<file path="config.mk">
export PLATFORM = sky130hd
export DESIGN_NAME = my_id_bit_comparator
export DESIGN_NICKNAME = d
export VERILOG_FILES = /design/src/rtl/my_id_bit_comparator.sv
export SDC_FILE = /design/constraint.sdc
export NUM_CORES = 1
export LEC_CHECK = 0
export CAP_MARGIN = 5
export CELL_PAD_IN_SITES_DETAIL_PLACEMENT = 0
export CELL_PAD_IN_SITES_GLOBAL_PLACEMENT = 1
export CORE_MARGIN = 2
export CORE_UTILIZATION = 45
export CTS_CLUSTER_SIZE = 16
export DETAILED_ROUTE_END_ITERATION = 8
export PLACE_DENSITY = 0.88
export RECOVER_POWER = 50
export SLEW_MARGIN = 40
export SYNTH_ARGS = -nofsm -noshare
export SYNTH_HDL_FRONTEND = slang
export SYNTH_SLANG_ARGS = --single-unit
</file>
<file path="constraint.sdc">
create_clock -name Clk -period 4.25 [get_ports Clk]
set_input_delay 0.85 -clock Clk [delete_from_list [all_inputs] [get_ports Clk]]
set_output_delay 0.85 -clock Clk [all_outputs]
set_load 0.01 [all_outputs]
</file>
<file path="src/rtl/my_id_bit_comparator.sv">
// my_id_bit_comparator
//   Bit-serial passcode checker. A start request in IDLE captures Code_In and
//   compares it MSB-first, one bit per clock, against STORED_ID. Every bit is
//   always compared, so the check time does not depend on the code. The
//   result feeds the downstream pass/fail decoder. Consecutive failures are
//   counted, and entry is locked out once MAX_TRIES is reached.
//
// Ports
//   Clk                    system clock, rising edge
//   Rst                    synchronous active-high reset
//   Start_In               check request, sampled only in IDLE
//   Code_In                entered passcode, captured on an accepted start
//   ID_MissMatch_Flag_Out  sticky mismatch flag for the current/last attempt
//   LastBitFlag_Out        high once the final bit has been compared
//   Busy_Out               high while comparing (SHIFT, DONE)
//   Lockout_Out            high in LOCK; only Rst leaves LOCK
//   Fail_Count_Out         consecutive-failure count, saturating at MAX_TRIES
module my_id_bit_comparator #(
  parameter int                ID_WIDTH  = 16,
  parameter logic [ID_WIDTH-1:0] STORED_ID = 16'h6728,
  parameter int                MAX_TRIES = 3
) (
  input  logic                Clk,
  input  logic                Rst,
  input  logic                Start_In,
  input  logic [ID_WIDTH-1:0] Code_In,
  output logic                ID_MissMatch_Flag_Out,
  output logic                LastBitFlag_Out,
  output logic                Busy_Out,
  output logic                Lockout_Out,
  output logic [1:0]          Fail_Count_Out
);

  localparam int CNT_W = (ID_WIDTH > 2) ? $clog2(ID_WIDTH) : 1;
  localparam logic [CNT_W-1:0] CNT_INIT = CNT_W'(ID_WIDTH - 1);
  localparam logic [1:0]       MAX_CNT  = 2'(MAX_TRIES);

  typedef enum logic [1:0] {
    IDLE  = 2'd0,
    SHIFT = 2'd1,
    DONE  = 2'd2,
    LOCK  = 2'd3
  } state_t;

  state_t              state;
  logic [ID_WIDTH-1:0] code_sr;
  logic [ID_WIDTH-1:0] id_sr;
  logic [CNT_W-1:0]    bit_cnt;
  logic                mismatch;
  logic                last_bit;
  logic                busy;
  logic                lockout;
  logic [1:0]          fail_cnt;
  logic                mismatch_next;

  // Mismatch including the bit compared on this edge; the fail counter must
  // use this value on the final edge, not the registered one.
  always_comb begin
    mismatch_next = mismatch | (code_sr[ID_WIDTH-1] ^ id_sr[ID_WIDTH-1]);
  end

  always_ff @(posedge Clk) begin
    if (Rst) begin
      state    <= IDLE;
      code_sr  <= '0;
      id_sr    <= '0;
      bit_cnt  <= '0;
      mismatch <= 1'b0;
      last_bit <= 1'b0;
      busy     <= 1'b0;
      lockout  <= 1'b0;
      fail_cnt <= '0;
    end else begin
      case (state)
        IDLE: begin
          if (Start_In) begin
            code_sr  <= Code_In;
            id_sr    <= STORED_ID;
            mismatch <= 1'b0;
            last_bit <= 1'b0;
            bit_cnt  <= CNT_INIT;
            busy     <= 1'b1;
            state    <= SHIFT;
          end
        end
        SHIFT: begin
          mismatch <= mismatch_next;
          code_sr  <= {code_sr[ID_WIDTH-2:0], 1'b0};
          id_sr    <= {id_sr[ID_WIDTH-2:0], 1'b0};
          if (bit_cnt != '0) begin
            bit_cnt <= bit_cnt - 1'b1;
          end else begin
            last_bit <= 1'b1;
            state    <= DONE;
            if (mismatch_next) begin
              if (fail_cnt < MAX_CNT) begin
                fail_cnt <= fail_cnt + 1'b1;
              end
            end else begin
              fail_cnt <= '0;
            end
          end
        end
        DONE: begin
          busy <= 1'b0;
          if (fail_cnt == MAX_CNT) begin
            lockout <= 1'b1;
            state   <= LOCK;
          end else begin
            state <= IDLE;
          end
        end
        LOCK: begin
          lockout <= 1'b1;
        end
        default: begin
          state <= IDLE;
        end
      endcase
    end
  end

  assign ID_MissMatch_Flag_Out = mismatch;
  assign LastBitFlag_Out       = last_bit;
  assign Busy_Out              = busy;
  assign Lockout_Out           = lockout;
  assign Fail_Count_Out        = fail_cnt;

endmodule

</file>
Word level (Yosys, flattened, before mapping) --
Index checks and enable logic that the tools add are counted. Widths: inputs -> output; s select.
Operators by class: order comparisons 1, add/sub/neg operators 2, reductions and logical operators 13, equality and inequality tests 9, bitwise logic cells 3, multiplexer cells 21
Operator list (count):
- $pmux 16 s2 | 2
- $mux 16 | 2
- $reduce_and 3->1 | 4
- $mux 2 | 5
- $mux 4 | 2
- $ne 2x2->1 const B | 4
- $pmux 1 s2 | 4
- $pmux 4 s2 | 1
- $eq 2x2->1 const B | 3
- $pmux 2 s3 | 1
- $reduce_and 2->1 | 3
- $reduce_bool 2->1 | 3
- $mux 1 | 4
- $reduce_bool 4->1 | 1
- $sub 4x1->4 const B | 1
- $reduce_bool 3->1 | 1
- $add 2x1->2 const B | 1
- $eq 2x1->1 const B | 1
- $logic_not 2->1 | 1
- $lt 2x2->1 const B | 1
- $ne 2x1->1 const B | 1
- $not 1->1 | 1
- $or 1x1->1 | 1
- $xor 1x1->1 | 1
Storage, ports and cells: output and inout port bits 6, word-level logic and storage cells 58, flip-flop bits (word level) 44, input port bits 19

Logic depth before layout (Yosys ltp) --
Gate-level depths: netlist of run 1.
word-level depth 4, gate-level depth with buffers 7, gate-level depth less buffers 5

Worst setup path after synthesis of run 1 --
No wires, ideal clock.
kind in2reg, start point input port Start_In, end point register bit_cnt[3], arrival 1.633 ns, path slack 2.495 ns, library setup time 0.122 ns, buffers on the path 0, required time 4.128 ns, stages 3, cells stage by stage and3b_1 -> or4b_1 -> o311a_1
Between the ends: cells in the longest elaborated chain, start to end 2
Ends and longest elaborated chain:
- start: declaration | line 25 | input logic Start_In,
- $ne 2x2->1 (no source line)
- $reduce_and 3->1 (no source line)
- end signal: assignment | line 91 | bit_cnt <= bit_cnt - 1'b1;
- end: declaration | line 48 | logic [CNT_W-1:0] bit_cnt;
Every way passes these cells. A chain may end at the register's enable or synchronous reset.

==> run metrics, run 1 <==
status=finished with violations; failing checks=capacitance limit, slew limit; core area=0.00400 mm²; Max Fclk=330 MHz; leakage=0.852 nW; Pins Over Slew Limit=38; skew final=8.19 ps; worst slew pin tran=1610 ps; Critical Path AT=3190 ps; Post-DP HPWL=2.76 mm; largest area contributor in the netlist=dfxtp_1; CP endpoint kind=flip-flop; Post-Synthesis Cells=197; post-route cell area=0.00220 mm²; largest fanout on the critical path=37; top_reg_cell synth=dfxtp_1; layout cell share with drive strength beyond 1=6.45%; Comb power frac=39.3%; routability cong.=0.830; FF-to-FF End=bit_cnt[3]$_SDFFE_PP0P_; r2r startpoint=state[0]$_SDFFE_PP0P_; grt met2 use=29.8%; flops & latches, synth=41; Synthesis Warnings=0; clock share of power=18.3%; grt peak-use layer=met2; asr flop ratio synth=0%; # port buffers=24; GRT Overall Usage=19.5%; largest net degree at the start of global routing=43; clock-pin slew on the worst setup and hold paths=70 ps; GR Overflow Total=0; Tcrit/Tclk final=71.2%; initial antenna violation count=0; Hold Path End=id_sr[12]$_SDFFE_PP0P_; R2R cell count=5; met1 Track Usage GR=26.6%; Root Driver=clkbuf_8; Via density=5.79; endpoints failing setup=0; CTS buffer count=5; # nets final=242; Max-slew headroom=-7.43%; syn_nets=223; setup_tns=0 ps; Hold Path Class=reg -> reg; NetSw=0.508 mW; register area share after synthesis=43.6%; Initial Util=47.0%; DR WL/cell=15.3 µm; max cap viols=1; crit path time final=3030 ps; Post-CTS Resized=0; drt drc=0; vias in the first global route=1460; Synth top area share=43.6%; Iter 0 DRT Violations=142; hold buffer count at CTS=0; required time worst endpoint=4420 ps; Util after Layout=55.0%; Reg power frac=42.4%; die width=68.6 µm; n_diodes=0; hold depth=2; Die Y=68.6 µm; RSZ-0062 raised after global routing=false; setup bufs post-CTS=0; Top Ports=25; met3 track demand over resource=4.55%; Internal Power=0.840 mW; Syn Area/Cell=9.55 µm²; synthesis-to-layout area growth=16.9%; Synth cell types=41; Clk Latency, worst-skew pair=300 ps; Max rail drop VDD=0.000300 V; fill count=361; Hold Path Origin=id_sr[12]$_SDFFE_PP0P_; crit path launch type=input port; DR vias=1546; clock sink total=41; DR pass1 iterations=4; CTS H-tree lvls=2; Final Hold Viols=0; Net Sw Frac=37.7%; CTS tree=yes; PwrDens=613 mW/mm²; R2R setup slack=1820 ps; Setup CP Type=in -> reg; Core Rows=23; first-pass GRT wire length=6.84 mm; most area-consuming cells after synthesis=dfxtp_1 44%, mux2i_1 9.6%, a211oi_1 6.0%; Detailed Route WL=4.09 mm; cell area after synthesis=0.00188 mm²; Max clock buf depth=2; DIE AREA=0.00471 mm²; antenna viol nets, final=0; DP Area=0.00212 mm²; Post-synth EDFFs=0
-- metal layers --
layer,wire (µm),share of wire [%]
met5,0,0
met4,19,0.46
met3,202,4.9
met2,1890,46
met1,1980,48
-- through the flow --
step / setup slack, ps / total power, mW / hold WS (ps) / instances
2_1_floorplan: 2490 / 0.988 / 454 / 197
3_3_place_gp: 1680 / 1.07 / 467 / 259
3_5_place_dp: 1560 / 1.10 / 480 / 259
4_1_cts: 1840 / 1.35 / 496 / 267
5_1_grt: 1020 / 1.45 / 530 / 267
6_report: 1220 / 1.35 / 495 / 267
-- power groups by stage --
stage | logic [mW] | registers [mW] | clock network, mW
after floorplan | 0.428 | 0.560 | 0
after global placement | 0.504 | 0.570 | 0
after detailed placement | 0.527 | 0.576 | 0
after CTS | 0.531 | 0.570 | 0.251
after global routing | 0.593 | 0.587 | 0.268
final | 0.530 | 0.571 | 0.247
-- synthesized netlist by cell type (all sizes together) (3+ instances only) --
master,number
dfxtp,41
nor2,30
mux2i,18
a211oi,16
inv,11
buf,10
o21ai,8
ha,7
a21oi,6
a32oi,6
o32ai,6
clkbuf,4
nand2,3
-- worst max-delay path by stage --
| stage | from | to | slack, ps |
|---|---|---|---|
| after floorplan | Start_In | bit_cnt[3]$_SDFFE_PP0P_ | 2490 |
| after global placement | Start_In | bit_cnt[0]$_SDFFE_PP0P_ | 1680 |
| after detailed placement | Start_In | bit_cnt[0]$_SDFFE_PP0P_ | 1560 |
| after CTS | state[0]$_SDFFE_PP0P_ | bit_cnt[3]$_SDFFE_PP0P_ | 1840 |
| after global routing | Rst | Fail_Count_Out[1]$_SDFFE_PP0P_ | 1020 |
| final | Rst | Fail_Count_Out[1]$_SDFFE_PP0P_ | 1220 |
-- flip-flops by register name, summed over array words and instances (netlist names) --
name / count
Fail_Count_Out: 2
Busy_Out: 1
ID_MissMatch_Flag_Out: 1
state: 2
bit_cnt: 4
Lockout_Out: 1
id_sr: 13
LastBitFlag_Out: 1
code_sr: 16
-- area by class of cell --
class                      instances  area, µm²  share of cell area (%)
clock inverter                     2       10.0                   0.455
tap                               50       62.6                    2.85
multi-input combinational        131        940                    42.7
inverter                          11       41.3                    1.88
timing repair buffer              26        251                    11.4
clock buffer                       6       72.6                    3.30
sequential                        41        821                    37.3
-- placed cells by master, fill, tap and decap left out, drive strengths merged --
cell            n
or4b            1
xor2            1
o32ai           6
mux2i          18
clkdlybuf4s50  17
a21o            2
nand3b          1
or3b            1
or3             1
o21a            1
and4bb          1
ha              7
o311a           1
o211ai          2
buf             1
clkbuf          7
nor4            1
o221ai          2
o2111ai         1
dlygate4sd3     7
dfxtp          41
mux2            1
a21oi           6
a211oi         16
inv            11
o21ai           8
a32oi           6
nor2           30
nor3b           1
nand3           2
clkinv          2
nor3            2
a41oi           1
nand2b          2
and3b           2
a311oi          1
nand2           3
nor2b           1
a22oi           2
-- critical path, stage by stage --
cell and delay (ps):
dlygate4sd3_1 520, clkbuf_1 1160, inv_2 310, o2111ai_1 200, o221ai_1 140
-- logic make-up after synthesis --
| logic type | share of synthesized area [%] |
|---|---|
| compound gates | 21.6 |
| simple gates | 12.8 |
| flops | 43.6 |
| buf+inv | 6.59 |
| mux | 10.2 |
| fa+ha+maj | 4.66 |
| xor+xnor | 0.466 |
No activity file was read; power rests on OpenSTA's default activity.
==> run 2: changes to the inputs <==
- CORE_UTILIZATION: 45 -> 41
- PLACE_DENSITY: 0.88 -> 0.81
- clock period: 4.25 -> 2.87 ns (I/O delays scaled with it)
==> run 2 against run 1 <==
Net effect: first-iteration DRC count down 46%; global-route usage down 2.9 points; critical path depth up 1; clock skew up 0.96 ps; register-to-register slack worse by 1300 ps; largest power group unchanged; worst hold slack worse by 22 ps; highest routed layer unchanged; the flow now finishes without violations; die area up 9.2%; sequential cell count unchanged; critical endpoint is now bit_cnt[0]$_SDFFE_PP0P_; clock power up 99%; setup slack worse by 700 ps; non-clock buffer count up 4.
==> run metrics, run 2 (synthesized netlist as in run 1, its figures left out) <==
DR vias=1503 (-2.8%); Largest register FFs=16 (unchanged); Post-DP HPWL=2.67 mm (-3.1%); Max rail drop VDD=0.000378 V (+26%); Final Hold Viols=0 (unchanged); PwrDens=934 mW/mm² (+52%); Via density=5.51 (-4.9%); antenna viol nets, final=0 (unchanged); worst slew pin tran=904 ps (-707 ps); setup_tns=0 ps (unchanged); # port buffers=24 (unchanged); leakage=0.883 nW (+3.6%); vias in the first global route=1360 (-6.8%); synthesis-to-layout area growth=20.1%; largest net degree at the start of global routing=22 (-49%); core area=0.00438 mm² (+9.6%); n_diodes=0 (unchanged); Max Fclk=426 MHz; GR Overflow Total=0 (unchanged); max cap viols=0 (-1); skew final=9.15 ps (+0.958 ps); setup bufs post-CTS=0 (unchanged); status=complete, no violations; Hold Path End=Busy_Out$_SDFFE_PP0P_; Max-slew headroom=39.7% (+47 points); required time worst endpoint=3020 ps (-1400 ps); CP endpoint kind=flip-flop; biggest registers after layout=code_sr x16, id_sr x13, bit_cnt x4; Initial Util=42.9% (-4.1 points); clock sink total=41 (unchanged); Root Driver=clkbuf_8; Core Rows=24 (+4.3%); Top reg by flops=code_sr; R2R setup slack=520 ps (-1300 ps); layout cell share with drive strength beyond 1=7.24% (+0.79 points); Iter 0 DRT Violations=76 (-46%); post-route cell area=0.00226 mm² (+2.7%); crit path time final=2350 ps; hold depth=2 (unchanged); routability cong.=0.751 (-9.6%); GRT Overall Usage=16.6% (-2.9 points); Hold Path Class=reg -> reg; FF-to-FF End=bit_cnt[0]$_SDFFE_PP0P_; # placed instances=265 (+2.3%); R2R cell count=6 (+1); Top Ports=25 (unchanged); first-pass GRT wire length=6.67 mm (-2.4%); initial antenna violation count=0 (unchanged); CTS buffer count=5 (unchanged); CTS tree=yes; crit path launch type=flip-flop; CTS H-tree lvls=2 (unchanged); # nets final=246 (+1.7%); die width=71.7 µm (+4.5%); commonest non-fill, non-tap cell in the layout=dfxtp_1; Die Y=71.7 µm (+4.5%); r2r startpoint=state[1]$_SDFFE_PP0P_; Detailed Route WL=3.84 mm (-6.0%); Critical Path AT=2500 ps (-690 ps); DP Area=0.00215 mm² (+1.5%); endpoints failing setup=0 (unchanged); drt drc=0 (unchanged); Hold Path Origin=Busy_Out$_SDFFE_PP0P_; Tcrit/Tclk final=81.8%; clock-pin slew on the worst setup and hold paths=80 ps (about the same); final instance count without filler cells=273 (+2.2%); Post-CTS Resized=0 (unchanged); Setup CP Type=reg -> reg; DR WL/cell=14.1 µm (-8.0%); Pins Over Slew Limit=0 (-100%); hold buffer count at CTS=0 (unchanged); Max clock buf depth=2 (unchanged); DIE AREA=0.00514 mm² (+9.2%); DR pass1 iterations=4 (unchanged); largest fanout on the critical path=17 (-54%); Clk Latency, worst-skew pair=300 ps (about the same); RSZ-0062 raised after global routing=false; commonest cells after routing, fill and taps aside=41 x dfxtp_1, 30 x nor2_1, 18 x mux2i_1, 18 x clkdlybuf4s50_1, 15 x a211oi_1
[run 2: how the worst max path moves through the flow]
stage / to / depth (start not counted) / slack (ps) / from
after floorplan: bit_cnt[3]$_SDFFE_PP0P_ / 6 / 1180 / state[0]$_SDFFE_PP0P_
after global placement: bit_cnt[3]$_SDFFE_PP0P_ / 5 / 660 / Start_In
after detailed placement: bit_cnt[3]$_SDFFE_PP0P_ / 5 / 640 / Start_In
after CTS: code_sr[1]$_SDFFE_PP0P_ / 6 / 660 / state[1]$_SDFFE_PP0P_
after global routing: bit_cnt[0]$_SDFFE_PP0P_ / 6 / 330 / state[1]$_SDFFE_PP0P_
final: bit_cnt[0]$_SDFFE_PP0P_ / 6 / 520 / state[1]$_SDFFE_PP0P_
[run 2: power breakdown]
part / internal [mW] / total (mW) / switching, mW / leakage (nW)
logic: 0.349 / 0.781 / 0.432 / 0.487
clock network: 0.283 / 0.492 / 0.209 / 0.0574
registers: 0.732 / 0.837 / 0.105 / 0.338
total: 1.36 / 2.11 / 0.745 / 0.883
[run 2: routing by layer]
| layer | up-vias | track usage [%] | share of wire (%) |
|---|---|---|---|
| li1 | 770 | - | - |
| met1 | 695 | 23.8 | 52 |
| met2 | 29 | 23.3 | 41 |
| met3 | 9 | 4.08 | 4.7 |
| met4 | 0 | 8.18 | 2.4 |
| met5 | - | 0 | 0 |
[run 2: metrics by stage]
stage          util (%)  setup slack [ps]  hold slack, ps  power [mW]
6_report           51.5               522             473        2.11
5_1_grt            51.5               330             527        2.26
4_1_cts            51.7               660             483        2.15
3_5_place_dp       49.0               640             471        1.65
3_3_place_gp       49.0               662             467        1.64
2_1_floorplan         -              1180             454        1.46
[run 2: layout make-up]
| class | instances | area [µm²] |
|---|---|---|
| Tap cell | 52 | 65.1 |
| Inverter | 11 | 41.3 |
| Timing Repair Buffer | 30 | 275 |
| Multi-Input combinational cell | 131 | 936 |
| Clock inverter | 2 | 37.5 |
| Clock buffer | 6 | 82.6 |
| Sequential cell | 41 | 821 |
| Fill cell | 431 | 2130 |
[run 2: worst max-delay path, stage by stage, from the launching register on]
cell	delay [ps]
dfxtp_1	370
inv_1	110
ha_1	590
clkbuf_2	550
inv_2	200
nor4_1	310
a311oi_1	60
==> run 3: changes to the inputs <==
- CORE_UTILIZATION: 41 -> 37
- PLACE_DENSITY: 0.81 -> 0.78
- clock period: 2.87 -> 2 ns (I/O delays scaled with it)
==> run 3 against run 2 <==
Net effect: final cell count rose by 7.3%; utilization decreased by 3.2 points; non-clock buffer count grew 5; global-route usage fell by 1.4 points; combinational power rose by 50%; first-iteration DRC count is 5.3% lower; via count shrank 0.93%; clock power rose by 42%.
==> run metrics, run 3 (synthesized netlist as in run 1, its figures left out) <==
crit path time final=1820 ps (-527 ps); Max clock buf depth=2 (unchanged); Hold Path Class=reg -> reg; Max rail drop VDD=0.000556 V (+47%); Critical Path Stages=5 (-1); Iter 0 DRT Violations=72 (-5.3%); Core Rows=25 (+4.2%); drt drc=0 (unchanged); Critical Path AT=2050 ps (-450 ps); clock-pin slew on the worst setup and hold paths=80 ps (about the same); skew final=8.69 ps (-0.464 ps); biggest registers after layout=code_sr x16, id_sr x13, bit_cnt x4; Setup CP Type=reg -> reg; worst slew pin tran=433 ps (-472 ps); largest delay contributor family on the critical path=simple AND/OR/NAND/NOR gates; Tcrit/Tclk final=91.1% (+9.2 points); area of the multi-input gates=928 µm² (-0.80%); GRT Overall Usage=15.2% (-1.4 points); Storage cell area=821 µm² (unchanged); core area=0.00482 mm² (+9.9%); R2R setup slack=180 ps (-340 ps); Hold Path End=Busy_Out$_SDFFE_PP0P_; n_diodes=0 (unchanged); largest fanout on the critical path=5 (-12); max cap viols=0 (unchanged); Initial Util=39.0% (-3.9 points); Post-DP HPWL=2.75 mm (+2.8%); commonest cells after routing, fill and taps aside=41 x dfxtp_1, 30 x nor2_1, 18 x mux2i_1, 18 x clkdlybuf4s50_1, 16 x a211oi_1; Clk Latency, worst-skew pair=300 ps (about the same); Die Y=75.3 µm (+5.0%); CTS tree=yes; # nets final=251 (+2.0%); Max-slew headroom=71.0% (+31 points); DIE AREA=0.00567 mm² (+10%); Net Sw Frac=34.9% (-0.46 points); DR vias=1489 (-0.93%); setup_tns=0 ps (unchanged); Crit path largest cell delay=450 ps (-140 ps); pre-CTS WS=119 ps (-521 ps); R2R cell count=5 (-1); vias in the first global route=1373 (+0.96%); Internal Power=2.00 mW (+47%); CP max stage cell=or3b_1; Max Fclk=549 MHz (+29%); clock share of power=22.8% (-0.5 points); clock sink total=41 (unchanged); endpoints failing setup=0 (unchanged); r2r startpoint=bit_cnt[0]$_SDFFE_PP0P_; synthesis-to-layout area growth=23.8%; Reg power frac=39.0% (-0.7 points); post-route setup slack=179 ps (-343 ps); CTS H-tree lvls=2 (unchanged); GR Overflow Total=0 (unchanged); die width=75.3 µm (+5.0%); CP endpoint kind=flip-flop; Hold Path Origin=Busy_Out$_SDFFE_PP0P_; antenna viol nets, final=0 (unchanged); Pins Over Slew Limit=0 (unchanged); Root Driver=clkbuf_8; crit path launch type=flip-flop; FF-to-FF End=state[0]$_SDFFE_PP0P_; # port buffers=24 (unchanged); commonest non-fill, non-tap cell in the layout=dfxtp_1; DR pass1 iterations=4 (unchanged); PwrDens=1320 mW/mm² (+42%); layout cell share with drive strength beyond 1=9.29% (+2.1 points); leakage=0.918 nW (+4.0%); status=complete, no violations; Buf+Inv Stages, Crit Path=1 (-2); required time worst endpoint=2230 ps (-790 ps); CTS buffer count=5 (unchanged); Pwr Total=3.08 mW (+46%); fill count=472 (+9.5%); initial antenna violation count=0 (unchanged); hold buffer count at CTS=0 (unchanged); first-pass GRT wire length=6.47 mm (-3.1%); RSZ-0062 raised after global routing=false; Via density=5.08 (-7.7%); post-route cell area=0.00233 mm² (+3.0%); Comb power frac=38.2% (+1.2 points); crit-path cells=inv_1 > ha_1 > or3b_1 > a211oi_1 > mux2i_1; NetSw=1.07 mW (+44%); routability cong.=0.753 (+0.37%); Post-CTS Resized=0 (unchanged); Detailed Route WL=3.88 mm (+0.81%); hold depth=2 (unchanged); Top reg by flops=code_sr; Final Hold Viols=0 (unchanged); Largest register FFs=16 (unchanged); DP Area=0.00222 mm² (+3.2%); Util after Layout=48.3% (-3.2 points); Top Ports=25 (unchanged); largest net degree at the start of global routing=22 (unchanged); setup bufs post-CTS=0 (unchanged); DR WL/cell=13.2 µm (-6.1%)
==> run 3: per-layer routing <==
layer  wire, µm  GRT usage [%]  up-vias
li1           -              -      785
met3        140           3.97        6
met4         64           5.85        0
met1       2070           22.0      677
met5          0              0        -
met2       1600           21.5       21
==> run 3: cell type report <==
class,instances,area share (%)
flip-flops and latches,41,35.3
repair buffers,35,14.3
well taps,67,3.60
clock buffers,6,3.55
clock inverters,2,1.61
inverters,11,1.77
multi-input cells,131,39.9
==> run 3: worst min-delay path, stage by stage (launching register included) <==
cell,delay [ps]
dfxtp_1,310
o21ai_0,60
a21oi_1,60
==> run 3: worst max-delay path by stage <==
stage	end	startpoint	slack, ps
floorplan	bit_cnt[3]$_SDFFE_PP0P_	state[0]$_SDFFE_PP0P_	310
global placement	bit_cnt[3]$_SDFFE_PP0P_	Start_In	130
detailed placement	bit_cnt[3]$_SDFFE_PP0P_	Start_In	120
CTS	bit_cnt[3]$_SDFFE_PP0P_	state[0]$_SDFFE_PP0P_	210
global route	code_sr[10]$_SDFFE_PP0P_	state[0]$_SDFFE_PP0P_	50
finish	state[0]$_SDFFE_PP0P_	bit_cnt[0]$_SDFFE_PP0P_	180
==> run 3: power by group through the flow <==
stage | sequential, mW | clock, mW | combinational [mW]
after floorplan | 1.19 | 0 | 0.910
after global placement | 1.21 | 0 | 1.20
after detailed placement | 1.22 | 0 | 1.21
after CTS | 1.20 | 0.716 | 1.22
after global routing | 1.24 | 0.741 | 1.31
final | 1.20 | 0.701 | 1.17
==> run 3: per-stage QoR <==
step                      std cells  hold slack, ps
after floorplan                 197             454
after global placement          285             464
after detailed placement        285             472
after CTS                       293             484
after global routing            293             522
final                           293             477
